<file path="src/rtl/plant_emulator_q44.sv">
// Discrete-time first-order lag plant with optional transport delay and an
// additive output disturbance; Q4.4 in, Q4.4 out, one update every DIV clocks.
module plant_emulator_q44 #(
  parameter int DIV   = 4,
  parameter int SHIFT = 2,
  parameter int DELAY = 0
) (
  input  logic              clk,
  input  logic              rst,
  input  logic              en,
  input  logic signed [7:0] u_in,
  input  logic signed [7:0] dist_in,
  output logic signed [7:0] meas,
  output logic              meas_valid,
  output logic              sat_flag,
  output logic        [1:0] state_dbg
);

  // Handshake: meas_valid is a single-cycle pulse with no back-pressure; meas
  // holds its value until the next pulse and is valid whenever meas_valid is high.

  typedef enum logic [1:0] {
    IDLE    = 2'd0,
    CALC    = 2'd1,
    PUBLISH = 2'd2
  } state_t;

  localparam int CW = $clog2(DIV);
  localparam int DL = (DELAY == 0) ? 1 : DELAY;

  state_t            state;
  logic [CW-1:0]     count;
  logic              tick;
  logic signed [7:0] y;
  logic signed [7:0] u_d;
  logic signed [7:0] u_sel;
  logic signed [7:0] dl [DL];

  logic signed [9:0] y10, ud10, dist10, diff, step, calc_sum, pub_sum;

  function automatic logic signed [7:0] sat8(input logic signed [9:0] v);
    if (v > 10'sd127)       return 8'sd127;
    else if (v < -10'sd128) return -8'sd128;
    else                    return v[7:0];
  endfunction

  function automatic logic ovf(input logic signed [9:0] v);
    return (v > 10'sd127) || (v < -10'sd128);
  endfunction

  assign tick      = en && (count == CW'(DIV - 1));
  assign state_dbg = state;

  // With no transport delay the current sample feeds the lag directly.
  assign u_sel = (DELAY == 0) ? u_in : dl[DL-1];

  assign y10      = $signed({{2{y[7]}}, y});
  assign ud10     = $signed({{2{u_d[7]}}, u_d});
  assign dist10   = $signed({{2{dist_in[7]}}, dist_in});
  assign diff     = ud10 - y10;
  assign step     = diff >>> SHIFT;
  assign calc_sum = y10 + step;
  assign pub_sum  = y10 + dist10;

  always_ff @(posedge clk or posedge rst) begin
    if (rst) begin
      count <= '0;
    end else if (en) begin
      count <= tick ? '0 : count + 1'b1;
    end
  end

  always_ff @(posedge clk or posedge rst) begin
    if (rst) begin
      state      <= IDLE;
      y          <= '0;
      u_d        <= '0;
      meas       <= '0;
      meas_valid <= 1'b0;
      sat_flag   <= 1'b0;
      for (int i = 0; i < DL; i++) dl[i] <= '0;
    end else begin
      meas_valid <= 1'b0;
      case (state)
        IDLE: begin
          if (tick) begin
            u_d <= u_sel;
            for (int i = DL - 1; i > 0; i--) dl[i] <= dl[i-1];
            dl[0] <= u_in;
            state <= CALC;
          end
        end
        CALC: begin
          y        <= sat8(calc_sum);
          sat_flag <= sat_flag | ovf(calc_sum);
          state    <= PUBLISH;
        end
        PUBLISH: begin
          meas       <= sat8(pub_sum);
          meas_valid <= 1'b1;
          sat_flag   <= sat_flag | ovf(pub_sum);
          state      <= IDLE;
        end
        default: state <= IDLE;
      endcase
    end
  end

endmodule

</file>
<file path="config.mk">
export PLATFORM = sky130hd
export DESIGN_NAME = plant_emulator_q44
export DESIGN_NICKNAME = d
export VERILOG_FILES = /design/src/rtl/plant_emulator_q44.sv
export SDC_FILE = /design/constraint.sdc
export NUM_CORES = 1
export LEC_CHECK = 0
export ABC_CLOCK_PERIOD_IN_PS = 3200
export CAP_MARGIN = 40
export CORE_MARGIN = 1
export CORE_UTILIZATION = 50
export DETAILED_ROUTE_END_ITERATION = 12
export GPL_TIMING_DRIVEN = 0
export MAX_ROUTING_LAYER = met4
export PLACE_DENSITY = 0.77
export SYNTH_ARGS = -nofsm -noshare
export SYNTH_HDL_FRONTEND = slang
export SYNTH_SLANG_ARGS = --single-unit
</file>
<file path="constraint.sdc">
create_clock -name clk -period 3.2 [get_ports clk]
set_input_delay 0.48 -clock clk [delete_from_list [all_inputs] [get_ports clk]]
set_output_delay 0.48 -clock clk [all_outputs]
set_load 0.02 [all_outputs]
</file>
### Word level (Yosys, flattened, before mapping)

Cells that the tools add are included.

* output and inout bits: 12
* bits in registers: 30
* word-level logic and storage cells: 36

* $add $sub $neg: 4
* reduce and logical (&&, ||, !) cells: 6
* magnitude comparators: 4
* eq/ne operators: 4
* mux-type cells: 9
* bitwise gates (word level): 2

Operator list (count)
* $mux W8: 4
* $gt A9 B8 Y1 const B: 2
* $lt A9 B8 Y1 const B: 2
* $add A8 B7 Y9: 1
* $add A8 B8 Y9: 1
* $sub A8 B8 Y9: 1
* $eq A2 B2 Y1 const B: 2
* $mux W2: 2
* $pmux W2 S2: 1
* $add A2 B1 Y2 const B: 1
* $eq A2 B1 Y1 const B: 1
* $logic_not A2 Y1: 1
* $logic_or A1 B1 Y1: 2
* $ne A2 B2 Y1 const B: 1
* $or A1 B1 Y1: 2
* $pmux W1 S2: 1
* $reduce_and A2 Y1: 1
* $reduce_bool A2 Y1: 1
* $logic_and A1 B1 Y1: 1
* $mux W1: 1

### Logic depth before layout (Yosys ltp)

* depth after elaboration: 6
* mapped depth: 15

### Worst setup path before layout

Ideal clock, no wire load.

* path kind: reg2reg
* start: register y[1]
* end: register y[6]
* clock period less this slack: 3278 ps
* stages on the path, launching flop included: 15
* data arrival time: 3144 ps
* setup slack: -78 ps
* setup time: 134 ps
* required time: 3066 ps
* buffers on the path: 0
* path through: dfrtp_1 -> inv_1 -> ha_1 -> a21o_1 -> a21oi_1 -> o21a_1 -> o21bai_1 -> xor2_1 -> ha_1 -> nand3_1 -> o211ai_1 -> o41ai_1 -> xnor2_1 -> o21ai_0 -> o22ai_1

* cells in the longest elaborated chain, start to end: 5

Ends and longest elaborated chain
* start: declaration: RTL line 34 `logic signed [7:0] y;`
* start signal: assignment: RTL line 94 `y <= sat8(calc_sum);`
* $sub A8 B8 Y9: RTL line 60 `assign diff = ud10 - y10;`
* $add A8 B7 Y9 *: RTL line 62 `assign calc_sum = y10 + step;`
* $lt A9 B8 Y1: RTL line 43 `else if (v < -10'sd128) return -8'sd128;`
* $mux W8: RTL line 43
* $mux W8 *: RTL line 42 `if (v > 10'sd127) return 8'sd127;`

Mark *: on every way between the ends. The rest lies on a longest branch, timed or not.
A chain may end at the register's enable or synchronous reset.

### Final worst setup path

* start: register y[1]
* end: register y[1]

Same word-level chain as after synthesis.

==> reports/summary.txt <==
Status - finished with violations
Failing checks - setup timing
I/O Buffers - 30
Post-DP HPWL - 3.433 mm
Synth warnings - 0
Synth top cells by count - dfrtp_1, ha_1, inv_1, a21oi_1, o21ai_0
Slew at the pin closest to its max-slew limit - 0.7523 ns
Multi-input gate area - 1730 um2
Initial Util - 0.5223
CTS max path bufs - 2
CP max stage delay - 0.51 ns
Post-synthesis sequential area ratio - 0.3279
GP Congestion - 0.8466
Reg2reg end - y[1]
Setup crit start - y[1]
Global-route wire length before repair - 8.148 mm
Placed insts - 315
Worst Hold Class - reg -> reg
Num Clock Sinks - 30
Clock period minus worst slack - 3.304 ns
Worst Reg-to-Reg Cells - 17
Top Ports - 31
Synth top area cells - dfrtp_1, ha_1, mux2_2
Area growth syn-to-layout - 42.24%
Layout Skew - 0.01474 ns
Kind of critical path - reg -> reg
Slowest CP cell - or4b_4
Total CTS buffers - 5
Syn Area/Cell - 9.869 um2
Worst Min Path Start - sat_flag
Seq. cell area - 752.0 um2
Syn nets - 282
Critical Path Source Type - flip-flop
DR iter-0 viols - 82
Crit Path Max Fanout - 4
CP endpoint - y[1]
Reg2Reg Setup Slack - -0.10 ns
Top-area cell type share of the netlist area - 0.3279
Grt total ovfl - 0
Worst R2R Start - y[1]
Core ar. - 4384 um2
Largest net degree at the start of global routing - 21
Critical path required time - 3.36 ns
Relative slew slack - 0.4949
First-pass detailed-route iteration total - 4
Synth Instances - 232
Crit path arrival time - 3.46 ns
DRC Markers - 0
Rows - 24
Post-synth EDFFs - 0
Fillers - 292
Critical Path Sink Type - flip-flop
Layout Nets - 341
WL/cell - 16.17 um
Worst-path cell chain - inv_2, ha_4, a21o_1, a21oi_2, o21a_1, or4b_4, o211ai_1, ha_2, buf_6, nor3_4, nor2_2, o41ai_2, buf_4, buf_12, xnor2_4, a21oi_1, o22ai_1
Remaining antenna violation count - 0
Main synth FF type - dfrtp_1
Antenna diodes - 0
Most common cell in the synthesized netlist - dfrtp_1
Final period utilization - 1.032
PnR worst setup slack - -0.1037 ns
Via count - 1946
Setup-failing EPs final - 7
Initial antenna violation count - 0
Hold_buf cts - 0
TritonCTS clock tree - done
Fin cells - 344
Max cap viols - 0
Mapped Area - 2290 um2
CTS clk-pin slew, worst paths - 0.07 ns
Vias in the first global route - 1797
Async SR Flop Fraction - 1.000
#FFs+latches synth - 30
Via/cell ratio - 5.657
Share of post-route cells with drive strength above 1 - 0.3185
Endpoints failing hold - 0
CTS Root Cell - clkbuf_8
All-Layer GR Usage - 0.2211
Cell accounting for the most synthesized area - dfrtp_1
Synth unique cells - 38
Slew Limit Fails - 0
Die area - 4854 um2
Die height - 69.67 um
Fmax - 302.7 MHz
Post-Route WL - 5.562 mm
H-tree level count - 2
Worst-Skew Late Latency - 0.30 ns
Die span in x - 69.67 um
RSZ-0062 raised after global routing - true
-- cell type report --
cell class | count | area share
Clock buffer | 6 | 0.02536
Clock inverter | 2 | 0.003842
Multi-Input combinational cell | 177 | 0.5313
Tap cell | 52 | 0.01998
Timing Repair Buffer | 51 | 0.1564
Inverter | 23 | 0.02651
Sequential cell | 30 | 0.2309
Buffer | 3 | 0.005763
-- flip-flops by register name, indices dropped and copies added (netlist names) --
name	cells
state_dbg	2
count	2
u_d	8
meas	8
meas_valid	1
y	8
sat_flag	1
-- placed cells by master, fill, tap and decap left out, types with 2 or more instances in the layout --
master	netlist	layout
maj3_2	5	5
clkdlybuf4s50_1	0	30
o21ai_4	0	3
dfrtp_1	30	29
ha_4	0	4
ha_1	29	23
a21oi_2	2	9
clkbuf_1	3	2
inv_1	23	22
clkbuf_8	0	6
nor2_1	11	10
mux2_4	5	5
o22ai_2	0	2
or3_1	3	3
a211oi_2	1	2
buf_6	0	6
buf_4	0	14
nor3_1	5	4
o21ai_0	15	6
o22ai_1	9	7
nand2_1	7	7
xnor2_1	12	9
nand2b_1	2	2
ha_2	0	2
o211ai_1	3	3
a22oi_2	0	2
o21ai_1	2	6
o21bai_1	3	2
a21o_1	3	3
o21ai_2	0	2
mux2_2	10	10
xnor2_4	0	3
xor2_1	5	5
a21oi_1	21	13
nand3_1	6	6
-- routing by layer --
layer / wire length (um) / vias up / part of all wire / GRT usage
met2: 3003 / 45 / 0.54 / 0.3657
met1: 2237 / 929 / 0.40 / 0.2617
li1: - / 962 / - / -
met5: 0 / - / 0 / -
met3: 180 / 10 / 0.032 / 0.03924
met4: 140 / 0 / 0.025 / 0.1044
-- per-stage QoR --
step / instance area (um2) / util / hold slack [ns] / setup TNS (ns) / setup slack (ns)
final: 3257 / 0.7429 / 0.4693 / -0.3542 / -0.1037
after global routing: 3257 / 0.7429 / 0.4927 / -1.670 / -0.2504
after CTS: 2992 / 0.6824 / 0.4712 / -0.002307 / -0.002307
after detailed placement: 2691 / 0.6139 / 0.4548 / -3.696 / -0.4641
after global placement: 2664 / 0.6076 / 0.4504 / -3.087 / -0.4336
after floorplan: 2298 / - / 0.4701 / -0.006718 / -0.006718
-- kinds of logic after synthesis --
logic type,synth area share
mux,0.08634
flops,0.3279
buf+inv,0.04262
xor+xnor,0.06503
compound gates,0.2027
fa+ha+maj,0.2005
simple gates,0.07487
-- worst max-delay path: cells and delay by family (launching register included) --
| kind | cells | cell delay [ns] |
|---|---|---|
| and+or+nand+nor | 3 | 0.69 |
| xor gates and xnor gates | 1 | 0.09 |
| DFF | 1 | 0.38 |
| adders and majority gates | 2 | 0.59 |
| AOI/OAI and AO/OA | 7 | 0.87 |
| buffers and inverters | 4 | 0.53 |
-- timing repair --
action,in CTS,in global routing
endpoints found under the hold margin,0,0
gates resized for setup,25,38
setup endpoints to repair,9,9
cloned,0,2
pin swaps,14,23
setup buffers,11,8
-- how the worst min path moves through the flow --
stage / depth (start not counted) / to / slack [ns]
after floorplan: 1 / u_d[0] / 0.47
after global placement: 1 / sat_flag / 0.45
after detailed placement: 1 / sat_flag / 0.45
after CTS: 1 / sat_flag / 0.47
after global routing: 1 / sat_flag / 0.49
final: 1 / sat_flag / 0.47
Power is not shown: default switching activity piles up to over one toggle a cycle in this logic, so the estimate is an artifact.
